### config.mk
export PLATFORM = sky130hd
export DESIGN_NAME = gba_bus_slave
export DESIGN_NICKNAME = d
export VERILOG_FILES = /design/src/rtl/gba_bus_slave_pkg.sv /design/src/rtl/gba_bus_slave_edge_sync.sv /design/src/rtl/gba_bus_slave.sv
export SDC_FILE = /design/constraint.sdc
export NUM_CORES = 1
export LEC_CHECK = 0
export ABC_AREA = 1
export BUFFER_PORTS_ARGS = -buffer_cell sky130_fd_sc_hd__buf_2
export CAP_MARGIN = 40
export CORE_MARGIN = 2
export CORE_UTILIZATION = 51
export CTS_CLUSTER_SIZE = 16
export DETAILED_ROUTE_END_ITERATION = 6
export HOLD_SLACK_MARGIN = 0.15
export MAX_ROUTING_LAYER = met4
export PLACE_DENSITY = 0.86
export SYNTH_ARGS = -nofsm -noshare
export SYNTH_HDL_FRONTEND = slang
export SYNTH_SLANG_ARGS = --single-unit
### constraint.sdc
create_clock -name CLK -period 1.99 [get_ports CLK]
set_input_delay 0.0995 -clock CLK [delete_from_list [all_inputs] [get_ports CLK]]
set_output_delay 0.0995 -clock CLK [all_outputs]
set_load 0.05 [all_outputs]
### src/rtl/gba_bus_slave_pkg.sv
`default_nettype none
// ============================================================================
//  Module   : gba_bus_slave_pkg
//  Purpose  : Shared FSM encoding, strobe history width and edge patterns
//             for the GBA cartridge bus slave.
//  Revision : 1.0  initial release
// ============================================================================
package gba_bus_slave_pkg;

  // Bus slave transaction states
  typedef enum logic [2:0] {
    ST_IDLE   = 3'd0,
    ST_ACTIVE = 3'd1,
    ST_FETCH  = 3'd2,
    ST_DRIVE  = 3'd3,
    ST_WRITE  = 3'd4
  } state_t;

  // Strobe synchroniser depth; edges come from the two oldest bits
  localparam int         c_HIST_W    = 3;
  localparam logic [1:0] c_EDGE_FALL = 2'b10;
  localparam logic [1:0] c_EDGE_RISE = 2'b01;

endpackage
`default_nettype wire

### src/rtl/gba_bus_slave_edge_sync.sv
`default_nettype none
// ============================================================================
//  Module   : edge_sync
//  Purpose  : 3-stage synchroniser for one raw active-low GBA strobe with
//             fall / rise pulses and a synchronised level.
//  Revision : 1.0  initial release
// ============================================================================
module edge_sync (
  input  logic CLK,
  input  logic RESETB,
  input  logic i_raw,
  output logic o_fall,
  output logic o_rise,
  output logic o_level
);
  import gba_bus_slave_pkg::*;

  logic [c_HIST_W-1:0] r_hist;

  // Shift the raw strobe in; reset to all-ones so an idle bus shows no edge
  always_ff @(posedge CLK) begin
    if (!RESETB) r_hist <= '1;
    else         r_hist <= {r_hist[c_HIST_W-2:0], i_raw};
  end

  assign o_fall  = (r_hist[2:1] == c_EDGE_FALL);
  assign o_rise  = (r_hist[2:1] == c_EDGE_RISE);
  assign o_level = r_hist[1];

endmodule
`default_nettype wire

### src/rtl/gba_bus_slave.sv
`default_nettype none
// ============================================================================
//  Module   : gba_bus_slave
//  Purpose  : GBA cartridge AD-bus slave. Latches the half-word address on
//             CS fall, serves ROM reads with auto-increment and emits a
//             one-cycle write strobe for bus writes. Protocol violations set a
//             sticky error flag.
//  Revision : 1.0  initial release
// ============================================================================
module gba_bus_slave #(
  parameter int ADDR_W = 16,
  parameter int MEM_AW = 10
) (
  input  logic              CLK,
  input  logic              RESETB,
  input  logic              CS,
  input  logic              RD,
  input  logic              WR,
  input  logic [15:0]       A_IN,
  output logic [15:0]       D_OUT,
  output logic              OE,
  output logic [MEM_AW-1:0] MEM_ADDR,
  output logic              MEM_RE,
  input  logic [15:0]       MEM_RDATA,
  output logic              WR_STB,
  output logic [ADDR_W-1:0] WR_ADDR,
  output logic [15:0]       WR_DATA,
  output logic              ERR
);
  import gba_bus_slave_pkg::*;

  // Synchronised strobe events
  logic w_cs_fall, w_cs_rise, w_cs_level;
  logic w_rd_fall, w_rd_rise, w_rd_level;
  logic w_wr_fall, w_wr_rise, w_wr_level;
  logic w_unused_levels;

  edge_sync u_sync_cs (
    .CLK(CLK), .RESETB(RESETB), .i_raw(CS),
    .o_fall(w_cs_fall), .o_rise(w_cs_rise), .o_level(w_cs_level)
  );
  edge_sync u_sync_rd (
    .CLK(CLK), .RESETB(RESETB), .i_raw(RD),
    .o_fall(w_rd_fall), .o_rise(w_rd_rise), .o_level(w_rd_level)
  );
  edge_sync u_sync_wr (
    .CLK(CLK), .RESETB(RESETB), .i_raw(WR),
    .o_fall(w_wr_fall), .o_rise(w_wr_rise), .o_level(w_wr_level)
  );

  // RD/WR levels are not needed: all RD/WR decisions are edge driven
  assign w_unused_levels = w_rd_level ^ w_wr_level;

  state_t              r_state, w_next_state;
  logic [ADDR_W-1:0]   r_addr;
  logic [15:0]         r_dout;
  logic [ADDR_W-1:0]   r_wr_addr;
  logic [15:0]         r_wr_data;
  logic                r_wr_stb;
  logic                r_err;
  logic                r_wr_open;    // write seen, WR rise still outstanding

  logic w_load_addr, w_inc_addr, w_load_dout, w_cap_wr, w_set_err, w_mem_re;
  logic w_wr_open_nxt;

  // State register
  always_ff @(posedge CLK) begin
    if (!RESETB) r_state <= ST_IDLE;
    else         r_state <= w_next_state;
  end

  // Next-state and datapath control; CS events take precedence over RD/WR
  always_comb begin
    w_next_state  = r_state;
    w_load_addr   = 1'b0;
    w_inc_addr    = 1'b0;
    w_load_dout   = 1'b0;
    w_cap_wr      = 1'b0;
    w_set_err     = 1'b0;
    w_mem_re      = 1'b0;
    w_wr_open_nxt = r_wr_open;

    if (w_cs_fall) begin
      w_next_state  = ST_ACTIVE;
      w_load_addr   = 1'b1;
      w_wr_open_nxt = 1'b0;
    end else if (w_cs_rise && (r_state != ST_IDLE)) begin
      w_next_state  = ST_IDLE;
      w_wr_open_nxt = 1'b0;
    end else begin
      case (r_state)
        ST_ACTIVE: begin
          if (w_rd_fall) begin
            // A simultaneous WR fall loses to the read and is flagged
            w_mem_re     = 1'b1;
            w_next_state = ST_FETCH;
            w_set_err    = w_wr_fall;
          end else if (w_wr_fall) begin
            w_cap_wr      = 1'b1;
            w_wr_open_nxt = 1'b1;
            w_next_state  = ST_WRITE;
          end else if (w_wr_rise && r_wr_open) begin
            w_inc_addr    = 1'b1;
            w_wr_open_nxt = 1'b0;
          end
        end
        ST_FETCH: begin
          w_load_dout  = 1'b1;
          w_set_err    = w_wr_fall;
          w_next_state = ST_DRIVE;
        end
        ST_DRIVE: begin
          w_set_err = w_wr_fall;
          if (w_rd_rise) begin
            w_inc_addr   = 1'b1;
            w_next_state = ST_ACTIVE;
          end
        end
        ST_WRITE: begin
          // Strobe is one cycle; the WR rise may land here or in ACTIVE
          w_set_err    = w_rd_fall;
          w_next_state = ST_ACTIVE;
          if (w_wr_rise) begin
            w_inc_addr    = 1'b1;
            w_wr_open_nxt = 1'b0;
          end
        end
        default: begin
          w_next_state = ST_IDLE;
        end
      endcase
    end
  end

  // Address, read data, write capture and sticky error registers
  always_ff @(posedge CLK) begin
    if (!RESETB) begin
      r_addr    <= '0;
      r_dout    <= '0;
      r_wr_addr <= '0;
      r_wr_data <= '0;
      r_wr_stb  <= 1'b0;
      r_err     <= 1'b0;
      r_wr_open <= 1'b0;
    end else begin
      if (w_load_addr)     r_addr <= ADDR_W'(A_IN);
      else if (w_inc_addr) r_addr <= r_addr + 1'b1;
      if (w_load_dout)     r_dout <= MEM_RDATA;
      if (w_cap_wr) begin
        r_wr_addr <= r_addr;
        r_wr_data <= A_IN;
      end
      r_wr_stb  <= w_cap_wr;
      r_wr_open <= w_wr_open_nxt;
      if (w_set_err) r_err <= 1'b1;
    end
  end

  assign MEM_ADDR = r_addr[MEM_AW-1:0];
  assign MEM_RE   = w_mem_re;
  assign D_OUT    = r_dout;
  assign OE       = (r_state == ST_DRIVE) && !w_cs_level;
  assign WR_STB   = r_wr_stb;
  assign WR_ADDR  = r_wr_addr;
  assign WR_DATA  = r_wr_data;
  assign ERR      = r_err;

endmodule
`default_nettype wire

# ---- After elaboration in Yosys (flattened, before gate mapping)
# Index checks and enable logic that the tools add are counted.
dict set report totals {
  register_bits 79
  latchBits 0
  ramBits 0
  rom_bits 0
  input_bits 37
  output_inout_bits 62
  word_cells 81
  n_memories 0
}
dict set report classes {
  add_sub_neg 1
  mul 0
  div 0
  order_cmp 0
  n_eq_ne 17
  n_shift 0
  muxes 38
  bitwise_logic 1
  reduce_logical 12
}
# cell count
set ops {}
lappend ops {{two-way mux 16 bit} 2}
lappend ops {{two-way mux 1 bit} 29}
lappend ops {{adder 16 x 1 -> 16 bit, second input constant} 1}
lappend ops {{case mux 3 bit (4 select lines)} 1}
lappend ops {{two-way mux 3 bit} 3}
lappend ops {{== test 2 x 1 -> 1 bit, second input constant} 3}
lappend ops {{== test 2 bit, second input constant} 3}
lappend ops {{== test 3 x 2 -> 1 bit, second input constant} 2}
lappend ops {{case mux 1 bit (3 select lines)} 2}
lappend ops {{!= test 5 x 3 -> 1 bit, second input constant} 1}
lappend ops {{!= test 2 bit, second input constant} 2}
lappend ops {{!= test 4 x 2 -> 1 bit, second input constant} 1}
lappend ops {{AND reduction 2 bit} 2}
lappend ops {{AND reduction 4 bit} 1}
lappend ops {{nonzero test 2 bit} 2}
lappend ops {{== test 3 x 1 -> 1 bit, second input constant} 1}
lappend ops {{== test 3 bit, second input constant} 1}
lappend ops {{logical AND 1 bit} 3}
lappend ops {{!= test 3 x 2 -> 1 bit, second input constant} 1}
lappend ops {{!= test 3 bit, second input constant} 1}
lappend ops {{nonzero test 3 bit} 1}
lappend ops {{OR reduction 3 bit} 1}
lappend ops {{!= test 2 x 1 -> 1 bit, second input constant} 1}
lappend ops {{case mux 1 bit (2 select lines)} 1}
lappend ops {{3 further kinds} 3}

# ---- Depth between registers and ports, before layout
# Gate-level depths: netlist (run 1).
dict set report depth {
  word_depth 10
  depth_mapped 10
  ltp_nobuf 10
}

# ---- Modules after synthesis
# A second synthesis (run 1) with hierarchy kept.
dict set report hier_totals {
  hier_cells 500
  hier_area_um2 3478.3
}
# module instances cells_per_inst area_each_um2 seq_area_each_um2
set by_module_without_submodules {}
lappend by_module_without_submodules {gba_bus_slave 1 464 3196.8 1401.3}
lappend by_module_without_submodules {edge_sync 3 12 93.8 60.1}

# ---- Worst setup path after synthesis (run 1)
# OpenSTA, ideal clock, no wires.
dict set report synth_timing {
  path_type {register to output}
  from {register u_sync_rd.r_hist[2]}
  to {output MEM_RE}
  arrival_ns 1.449
  t_required_ns 1.891
  slack_ns 0.442
  stages_incl_launch_ff 7
  n_path_buf 0
  path_cell_list {dfxtp_1 -> inv_1 -> nor2_1 -> inv_1 -> nor2_1 -> inv_1 -> nor2_1}
}
dict set report synth_via {
  elab_chain_len 5
}
# element line_no
set synth_rtl {}
lappend synth_rtl {{start, declared} gba_bus_slave_edge_sync.sv:18} ;# logic [c_HIST_W-1:0] r_hist;
lappend synth_rtl {{start signal, assigned} gba_bus_slave_edge_sync.sv:23} ;# else r_hist <= {r_hist[c_HIST_W-2:0], i_raw};
lappend synth_rtl {{== test 2 bit} gba_bus_slave_edge_sync.sv:26} ;# assign o_fall = (r_hist[2:1] == c_EDGE_FALL);
lappend synth_rtl {{two-way mux 1 bit} gba_bus_slave.sv:93} ;# if (w_rd_fall) begin
lappend synth_rtl {{two-way mux 1 bit} gba_bus_slave.sv:91} ;# case (r_state)
lappend synth_rtl {{two-way mux 1 bit} gba_bus_slave.sv:87} ;# end else if (w_cs_rise && (r_state != ST_IDLE)) begin
lappend synth_rtl {{two-way mux 1 bit} gba_bus_slave.sv:83} ;# if (w_cs_fall) begin
lappend synth_rtl {{end, declared} gba_bus_slave.sv:23} ;# output logic MEM_RE,
# Every way passes these cells.

# ---- Worst setup path after layout (run 1)
dict set report layout_timing {
  from {register r_state[0]}
  to {register r_addr[0]}
}
dict set report layout_via {
  elab_chain_len 5
  word_cells_on_any_way 9
  cone_classes {eq/ne (3); mux (3); reduce/logical (3)}
}
# element line_no
set layout_rtl {}
lappend layout_rtl {{start, declared} gba_bus_slave.sv:54} ;# state_t r_state, w_next_state;
lappend layout_rtl {{start signal, assigned} gba_bus_slave.sv:69} ;# else r_state <= w_next_state;
lappend layout_rtl {{== test 3 bit, or another cell as far along} gba_bus_slave.sv:91}
lappend layout_rtl {{case mux 1 bit (3 select lines) / logical AND 1 bit (equally long branches)} {gba_bus_slave.sv:91, gba_bus_slave.sv:87}}
lappend layout_rtl {{two-way mux 1 bit (*)} gba_bus_slave.sv:87}
lappend layout_rtl {{two-way mux 1 bit (*)} gba_bus_slave.sv:83}
lappend layout_rtl {{nonzero test 2 bit (no source line) (*)} n/a}
lappend layout_rtl {{end signal, assigned} gba_bus_slave.sv:146} ;# if (w_load_addr) r_addr <= ADDR_W'(A_IN);
lappend layout_rtl {{end signal, assigned} gba_bus_slave.sv:147} ;# else if (w_inc_addr) r_addr <= r_addr + 1'b1;
lappend layout_rtl {{end, declared} gba_bus_slave.sv:55} ;# logic [ADDR_W-1:0] r_addr;
# Every way passes the cells marked *; elsewhere a longest branch is shown, timed or not.
# A chain may end at the register's enable or synchronous reset.

==> run_results.csv, run 1 <==
group,metric,value,unit
sta,fin_setup_tns,0,ps
synth,synth_common_cells,"nor2_1, dfxtp_1, nand2_1, inv_1",
clocking,ctsHoldBuffers,35,
pwr,total_leakage_power,2.18,nW
placed_design,hpwlAfterDp,6.18,mm
sta,slew_headroom,53.2,%
setup_path,cp-end-kind,"register",
setup_path,critPathMaxFanout,14,
finish,syn2layout_area_growth,27.0,%
setup_path,rrSetupSlack,170,ps
die,core_area,6720,sq um
setup_path,startpoint_type,"register",
clocking,cts_tree,"yes",
setup_path,path_class,"register to register",
synth,ys_seq_elements,79,
placed_design,placed_area,3930,sq um
routing,vias_per_cell,5.30,
die,io_pins,99,
global_routing,gr-total-overflow,0,
sta,worst_slew_pin_slew,701,ps
clocking,numCtsBuffers,9,
synth,synth_area_leader_cell,"dfxtp_1",
placed_design,dp.cells,637,
min_path,hold_class,"primary input to register",
routing,dr.first_iter.drc_count,355,
routing,routed_wl,9.48,mm
setup_path,r2r-start,"r_state[0]",
die,fp.dieH,87,um
global_routing,antenna_found_initial,0,
routing,wl_met1,4.08,mm
global_routing,grt.total_usage,25.7,%
synth,avgSynthCellArea,7.21,sq um
finish,drive_above_1_share,22.9,%
finish,diodes,0,
synth,synth_seq_area_share,45.0,%
clocking,cts_root_buffer,"clkbuf_8",
sta,fmax,550,MHz
setup_path,worstReg2RegEnd,"r_addr[0]",
pwr,irDropWorstVdd,485,uV
synth,synth-edff-count,0,
global_routing,grt_pass1_vias,3283,
sta,layout_min_cycle_time,1820,ps
synth,ys_async_sr_fraction,0,%
sta,fin_skew,9.20,ps
sta,holdWs,281,ps
die,die-area,7570,sq um
min_path,hold_path_depth,3,
die,fp.dieW,87,um
die,start_util,52.3,%
sta,setup_viol,0,
setup_path,worstPathRequired,2240,ps
finish,finalNonFillerCells,686,
synth,ys.warnings.count,0,
routing,wl_met2,4.52,mm
synth,syn-num-nets,525,
synth,syn_inst,487,
global_routing,grt_max_degree,54,
sta,period_share,91.4,%
synth,ys_types,29,
sta,hold_viol,0,
pwr,power.density,690,nW/um^2
status,status,"finished, final reports clean",
clocking,clkSinkCount,79,
synth,ys.flop_type,"dfxtp_1",
finish,fin_nets,641,
routing,highest_layer,"met4",
synth,synth_top_area_share,45.0,%
sta,slew_viol_final,0,
sta,rsz0062_at_grt,"false",
clocking,clk_latency,350,ps
synth,yosysMostFrequentCell,"nor2_1",
placed_design,portBuffers,98,
clocking,cts.path.max_buffers,2,
clocking,cts.htree.levels,3,
routing,wl_per_cell,13.8,um
routing,drcViolationCount,0,
synth,synth_area_leaders,"dfxtp_1, nor2_1, nand2_1, nand3_1, o21ai_0",
finish,design_area,4460,sq um
placed_design,place_congestion,0.956,
synth,syn_area,3510,sq um
routing,drtPass1Iterations,6,
die,rows,30,
clocking,clkTransAtPathRegs,70,ps
routing,num_vias,3636,
routing,route.met3.wl,614,um
min_path,hp-start,"RESETB",
job,max_cap_viol_count,0,
min_path,hold_path_end,"u_sync_wr.r_hist[2]",
setup_path,worst-r2r-cell-count,9,
clocking,cts_resized,0,
global_routing,grt_first_pass_wirelength,15.0,mm
clocking,post_cts_buffers,0,
setup_path,cp.arrival,2070,ps
routing,final_antenna_net_count,0,
-- cell type report --
cell class / count / area (sq um)
inverter: 40 / 151
clock inverter: 4 / 47.5
timing repair buffer: 137 / 883
clock buffer: 10 / 138
tap: 80 / 100
sequential: 79 / 1580
fill: 545 / 2260
multi-input combinational: 336 / 1560
-- flip-flops by register name (all words and copies together) (netlist names), 3 cells and up --
signal	flops
D_OUT	16
WR_ADDR	16
WR_DATA	16
r_addr	16
r_state	3
u_sync_cs.r_hist	3
u_sync_rd.r_hist	3
u_sync_wr.r_hist	3
-- worst max-delay path by stage --
stage                         from    endpoint  slack [ps]  cells after the start
2_1_floorplan  u_sync_rd.r_hist[2]      MEM_RE         440                      6
5_1_grt        u_sync_rd.r_hist[2]      MEM_RE          80                      7
6_report                r_state[0]   r_addr[0]         170                      9
3_3_place_gp            r_state[1]    D_OUT[5]         420                      9
3_5_place_dp            r_state[0]  r_addr[11]         310                      9
4_1_cts        u_sync_rd.r_hist[2]      MEM_RE         200                      7
-- critical path, cell delays in order (launching register included) --
cell and delay, ps:
dfxtp_1 370, nor2_2 180, nand2_1 150, nor2_1 140, nor2_1 50, nand2_1 100
nand2_2 230, nand2_4 240, nor2_1 80, nor3_1 190
-- layout by cell type (no fill, tap or decap), types with 4 or more instances in the layout --
cell and instances:
a21oi_1 29, buf_2 98, clkbuf_8 10, dfxtp_1 79
dlygate4sd3_1 35, inv_1 35, inv_2 4, nand2_1 74
nand3_1 33, nand4_1 5, nor2_1 106, nor3_1 4
o21ai_0 33, o21ai_1 26, or2_2 7, xor2_1 4
-- power breakdown --
part           switching (mW)  leakage (nW)  internal [mW]
combinational           0.177          1.45          0.117
sequential             0.0205         0.639           1.61
clock                   0.562        0.0940          0.596
total                   0.759          2.18           2.32
-- cell families (layout without fill, tap and decap cells) --
logic type	after synthesis	after routing	synth area share (%)
compound gates	90	90	13.0
flops	79	79	45.0
xor+xnor	5	5	1.25
simple gates	240	240	29.8
fa+ha+maj	1	1	0.356
buf+inv	72	191	10.6
-- through the flow --
| stage | utilization, % | power, mW | setup WS [ps] |
|---|---|---|---|
| floorplan | - | 1.82 | 442 |
| global placement | 58.4 | 1.89 | 424 |
| detailed placement | 58.4 | 1.90 | 313 |
| CTS | 66.4 | 3.08 | 204 |
| global route | 66.4 | 3.17 | 77.8 |
| finish | 66.4 | 3.08 | 171 |
-- per-layer routing --
layer,up-vias,global-route usage (%)
met2,168,40.5
met3,25,4.27
met1,1661,32.1
met4,0,12.1
met5,-,-
li1,1782,-
Note: power is estimated with default switching activity, not from simulation.
==> run 2, diff against run 1 <==
--- a/config.mk
+++ b/config.mk
@@ -5,16 +5,15 @@
 export SDC_FILE = /design/constraint.sdc
 export NUM_CORES = 1
 export LEC_CHECK = 0
-export ABC_AREA = 1
 export BUFFER_PORTS_ARGS = -buffer_cell sky130_fd_sc_hd__buf_2
-export CAP_MARGIN = 40
+export CAP_MARGIN = 30
 export CORE_MARGIN = 2
 export CORE_UTILIZATION = 51
 export CTS_CLUSTER_SIZE = 16
 export DETAILED_ROUTE_END_ITERATION = 6
 export HOLD_SLACK_MARGIN = 0.15
 export MAX_ROUTING_LAYER = met4
-export PLACE_DENSITY = 0.86
+export PLACE_DENSITY = 0.87
 export SYNTH_ARGS = -nofsm -noshare
 export SYNTH_HDL_FRONTEND = slang
 export SYNTH_SLANG_ARGS = --single-unit
==> run_results.csv, run 2 <==
group,metric,value,unit
die,io_pins,99,
clocking,cts_root_buffer,"clkbuf_8",
die,die-area,7200,sq um
clocking,clkTransAtPathRegs,80,ps
pwr,total_leakage_power,1.88,nW
finish,multi_input_area,1580,sq um
synth,synth_mux_area_share,4.80,%
die,fp.dieH,84.8,um
sta,fin_skew,14.2,ps
synth,ys.flop_type,"dfxtp_1",
routing,final_antenna_net_count,0,
synth,synth_seq_area_share,47.4,%
routing,vias_per_cell,5.37,
global_routing,antenna_found_initial,0,
setup_path,critPathMaxFanout,7,
setup_path,cp.arrival,1800,ps
synth,synth_area_leader_cell,"dfxtp_1",
finish,design_area,4530,sq um
clocking,cts_tree,"yes",
placed_design,place_congestion,0.969,
synth,synth_top_area_share,47.4,%
synth,synth_common_cells,"nand2_1, dfxtp_1, a21oi_1, nor2_1",
sta,fmax,526,MHz
clocking,numCtsBuffers,9,
routing,dr.first_iter.drc_count,331,
setup_path,critPathTopFamily,"buffers and inverters",
setup_path,cp_num_buf_inv,3,
synth,ys_seq_elements,79,
synth,ys_types,50,
finish,layout_common_cells,"buf_2, nand2_1, dfxtp_1",
routing,drtPass1Iterations,5,
sta,slew_viol_final,0,
sta,hold_viol,0,
synth,ys.warnings.count,0,
global_routing,gr-total-overflow,0,
min_path,hold_class,"register to register",
sta,holdWs,412,ps
finish,drive_above_1_share,28.5,%
synth,synthSimpleGateAreaFrac,23.6,%
die,core_area,6350,sq um
routing,wl_per_cell,14.8,um
synth,avgSynthCellArea,8.42,sq um
setup_path,worstPathCellList,"buf_4 -> nor3_2 -> o21ai_2 -> buf_4 -> nor3b_2 -> buf_6",
synth,yosysMostFrequentCell,"nand2_1",
global_routing,grt_first_pass_wirelength,14.5,mm
sta,setup_viol,0,
routing,num_vias,3260,
synth,syn-num-nets,434,
job,max_cap_viol_count,0,
setup_path,startpoint_type,"register",
global_routing,grt.total_usage,25.9,%
sta,layout_min_cycle_time,1900,ps
placed_design,placed_area,3910,sq um
placed_design,portBuffers,98,
synth,syn_area,3330,sq um
synth,synth_compound_area_share,15.5,%
pwr,power.density,725,nW/um^2
sta,worst_slew_pin_slew,384,ps
die,start_util,52.5,%
sta,period_share,95.5,%
synth,synthAdderAreaFrac,0.676,%
synth,synth-edff-count,0,
finish,fillers,469,
pwr,irDropWorstVdd,452,uV
placed_design,hpwlAfterDp,5.71,mm
routing,routed_wl,9.01,mm
clocking,cts.path.max_buffers,2,
sta,rsz0062_at_grt,"false",
synth,synth_area_leaders,"dfxtp_1, nand2_1, a21oi_1, mux2i_1, nor2_1",
pwr,finalPower,3.28,mW
global_routing,grt_max_degree,33,
sta,slew_headroom,74.0,%
synth,ys_async_sr_fraction,0,%
setup_path,max_stage_delay,370,ps
die,rows,29,
clocking,clkSinkCount,79,
global_routing,grt_pass1_vias,3032,
synth,synth_top_family_by_area,"simple AND/OR/NAND/NOR gates",
finish,diodes,0,
finish,mostFrequentLayoutCell,"buf_2",
setup_path,worstPathRequired,1890,ps
setup_path,cp_common_cell,"buf_4",
finish,syn2layout_area_growth,35.8,%
die,fp.dieW,84.8,um
setup_path,cp-end-kind,"output pin",
setup_path,cpMaxStageDelayCell,"dfxtp_2",
synth,synthXorXnorAreaFrac,1.05,%
finish,regArea,1580,sq um
finish,fin_nets,563,
clocking,cts.htree.levels,3,
status,status,"finished, final reports clean",
synth,syn_inst,396,
routing,drcViolationCount,0,
clocking,clk_latency,350,ps
sta,fin_setup_tns,0,ps
setup_path,path_class,"register to output pin",
==> run 2: cell count changes after synthesis, sizes merged, moves of 5 or more <==
cell / delta
inv: -34
nand3: -27
clkbuf: +6
mux2i: +16
or2: -5
nand2: +6
nor2: -85
nand2b: +12
a31oi: +8
or4: +5
o21ai: -48
a21oi: +13
==> run 2: final cells by class <==
cell class / instances / share of cell area [%]
Sequential cell: 79 / 35.0
Timing Repair Buffer: 155 / 23.0
Multi-Input combinational cell: 275 / 34.8
Clock inverter: 5 / 1.80
Tap cell: 77 / 2.13
Inverter: 5 / 0.414
Clock buffer: 11 / 2.90
==> run 2: power breakdown <==
part | leakage [nW] | internal (mW) | switching [mW]
combinational | 1.14 | 0.151 | 0.196
clock | 0.104 | 0.710 | 0.577
sequential | 0.641 | 1.61 | 0.0375
total | 1.88 | 2.47 | 0.810
==> run 2: cell families (layout without fill, tap and decap cells) <==
logic type,Yosys count,in the layout
buf+inv,42,176
mux,16,16
flops,79,79
xor+xnor,4,4
simple gates,167,167
compound gates,86,86
fa+ha+maj,2,2
==> run 2: metrics by stage <==
stage | util [%] | setup WS [ps] | std cells
3_3_place_gp | 61.5 | 40.6 | 555
2_1_floorplan | - | 165 | 396
5_1_grt | 71.3 | 25.4 | 607
6_report | 71.3 | 89.4 | 607
3_5_place_dp | 61.5 | -25.7 | 555
4_1_cts | 70.8 | 12.3 | 607
==> run 2: worst register-to-register path: cells and delay by family, from the launching register on <==
| kind | cells | cell delay, ps |
|---|---|---|
| flops | 1 | 370 |
| buf+inv | 2 | 390 |
| simple gates | 3 | 640 |
| compound gates | 1 | 130 |
| mux | 1 | 240 |
==> run 2: worst paths after layout <==
check | depth (start not counted) | to | slack, ps | startpoint
worst max-delay path | 6 | MEM_RE | 90 | r_state[1]
worst min-delay path | 1 | u_sync_cs.r_hist[1] | 410 | u_sync_cs.r_hist[0]
worst max register to register | 7 | D_OUT[0] | 110 | r_state[1]
worst min register to register | 1 | u_sync_cs.r_hist[1] | 410 | u_sync_cs.r_hist[0]
==> run 2: metal layers <==
metal	track usage [%]	up-vias	wire, um	share of wire (%)
met3	4.57	18	677	7.5
met4	9.81	0	165	1.8
met5	-	-	0	0
li1	-	1612	-	-
met2	41.1	162	4300	48
met1	33.2	1468	3870	43
==> run 2: timing repair <==
item / 4_1_cts / 5_1_grt
buffers inserted: 0 / 0
endpoints found under the setup margin: 38 / 8
hold endpoints to repair: 49 / 0
pin swaps: 0 / 0
hold buffers: 36 / 0
gates resized for setup: 5 / 10
==> run 3, diff against run 2 <==
--- a/config.mk
+++ b/config.mk
@@ -7,13 +7,13 @@
 export LEC_CHECK = 0
 export BUFFER_PORTS_ARGS = -buffer_cell sky130_fd_sc_hd__buf_2
 export CAP_MARGIN = 30
-export CORE_MARGIN = 2
 export CORE_UTILIZATION = 51
 export CTS_CLUSTER_SIZE = 16
 export DETAILED_ROUTE_END_ITERATION = 6
 export HOLD_SLACK_MARGIN = 0.15
 export MAX_ROUTING_LAYER = met4
 export PLACE_DENSITY = 0.87
+export SETUP_SLACK_MARGIN = 0.15
 export SYNTH_ARGS = -nofsm -noshare
 export SYNTH_HDL_FRONTEND = slang
 export SYNTH_SLANG_ARGS = --single-unit
==> run_results.csv, run 3 (synthesis gave the netlist of run 2 again) <==
group,metric,value,unit
global_routing,gr-total-overflow,0,
placed_design,hpwlAfterDp,5.95,mm
min_path,hold_class,"primary input to register",
sta,fin_setup_tns,0,ps
die,fp.dieH,82.8,um
pwr,power.share.clock,40.2,%
sta,slew_viol_final,0,
job,max_cap_viol_count,0,
pwr,power.density,713,nW/um^2
clocking,numCtsBuffers,9,
finish,mostFrequentLayoutCell,"buf_2",
pwr,p_int,2.58,mW
routing,dr.first_iter.drc_count,292,
setup_path,worstPathRequired,2220,ps
routing,routed_wl,9.84,mm
setup_path,cp.arrival,2060,ps
clocking,cts.htree.levels,3,
pwr,comb_power_share,10.8,%
finish,regArea,1590,sq um
pwr,switching_power,0.784,mW
setup_path,max_stage_delay,380,ps
clocking,clkSinkCount,79,
finish,design_area,4710,sq um
clocking,cts.path.max_buffers,2,
sta,fmax,546,MHz
setup_path,critPathTopFamily,"simple AND/OR/NAND/NOR gates",
die,rows,29,
finish,final_util,74.7,%
sta,hold_viol,0,
clocking,clk_latency,350,ps
placed_design,portBuffers,98,
status,status,"finished, final reports clean",
sta,worst_slew_pin_slew,543,ps
global_routing,grt_max_degree,33,
global_routing,grt_first_pass_wirelength,15.6,mm
placed_design,place_congestion,0.920,
clocking,cts_tree,"yes",
die,io_pins,99,
sta,layout_min_cycle_time,1830,ps
finish,fin_nets,569,
setup_path,cp_num_buf_inv,3,
pwr,seq_power_share,49.0,%
setup_path,critPathMaxFanout,8,
global_routing,grt_pass1_vias,3254,
finish,syn2layout_area_growth,41.4,%
setup_path,worstPathCellList,"buf_6 -> nor3_4 -> o21ai_4 -> nor4b_4 -> buf_4 -> clkbuf_16 -> mux2i_1 -> nor2_1",
placed_design,placed_area,3900,sq um
setup_path,startpoint_type,"register",
routing,drcViolationCount,0,
setup_path,cp-end-kind,"register",
finish,drive_above_1_share,31.3,%
setup_path,cpMaxStageDelayCell,"dfxtp_4",
routing,drtPass1Iterations,5,
sta,setup_viol,0,
setup_path,path_class,"register to register",
global_routing,grt.total_usage,29.5,%
finish,diodes,0,
finish,multi_input_area,1670,sq um
routing,num_vias,3349,
sta,fin_skew,11.7,ps
global_routing,antenna_found_initial,0,
sta,slew_headroom,63.8,%
sta,rsz0062_at_grt,"true",
die,fp.dieW,82.8,um
finish,fillers,465,
finish,layout_common_cells,"buf_2, nand2_1, dfxtp_1",
sta,period_share,92.0,%
sta,setup_slack,160,ps
routing,wl_per_cell,16.1,um
pwr,irDropWorstVdd,507,uV
die,start_util,52.8,%
routing,final_antenna_net_count,0,
die,core_area,6310,sq um
placed_design,pre_cts_ws,26.2,ps
clocking,cts_root_buffer,"clkbuf_8",
die,die-area,6860,sq um
pwr,switching_share,23.3,%
clocking,clkTransAtPathRegs,70,ps
pwr,total_leakage_power,1.95,nW
routing,vias_per_cell,5.49,
[run 3: layer usage]
metal / routed length (um) / vias up / global-route usage (%) / share of wire, %
met1: 3950 / 1550 / 34.5 / 40
li1: - / 1623 / - / -
met2: 4960 / 156 / 50.0 / 50
met3: 690 / 20 / 6.06 / 7.0
met4: 235 / 0 / 10.7 / 2.4
met5: 0 / - / - / 0
[run 3: path summary, 6_finish.rpt]
| path | startpoint | to | slack (ps) | depth (start not counted) |
|---|---|---|---|---|
| setup / recovery | r_state[2] | D_OUT[13] | 160 | 8 |
| hold / removal | RESETB | u_sync_cs.r_hist[2] | 200 | 3 |
| setup reg to reg | r_state[2] | D_OUT[13] | 160 | 8 |
| hold reg to reg | u_sync_cs.r_hist[0] | u_sync_cs.r_hist[1] | 410 | 1 |
[run 3: layout make-up]
cell class              instances  area share [%]
clock inverters                 4            2.07
repair buffers                161            23.7
inverters                       5           0.398
well taps                      77            2.04
multi-input cells             275            35.4
flip-flops and latches         79            33.8
clock buffers                   9            2.63
[run 3: worst reg2reg max path, cell delays in order, from the launching register on]
cell	delay, ps
dfxtp_4	380
buf_6	130
nor3_4	220
o21ai_4	100
nor4b_4	270
buf_4	170
clkbuf_16	160
mux2i_1	240
nor2_1	60
[run 3: power groups by stage]
stage,Clock [mW],Sequential [mW],Combinational [mW]
6_report,1.35,1.65,0.362
5_1_grt,1.45,1.65,0.386
4_1_cts,1.38,1.65,0.343
3_5_place_dp,0,1.68,0.280
3_3_place_gp,0,1.68,0.273
2_1_floorplan,0,1.69,0.184
[run 3: per-stage QoR]
step           power, mW  instances  hold WS (ps)
2_1_floorplan       1.88        396           201
3_3_place_gp        1.96        554           283
3_5_place_dp        1.96        554           284
4_1_cts             3.37        606           187
5_1_grt             3.49        610           196
6_report            3.36        610           204
[run 3: what timing repair did]
action,4_1_cts,5_1_grt
endpoints found under the setup margin,61,56
resized for setup,14,24
setup buffers,3,3
hold endpoints to repair,48,0
gates cloned,1,1
hold buffers,35,0
pin swaps,3,13
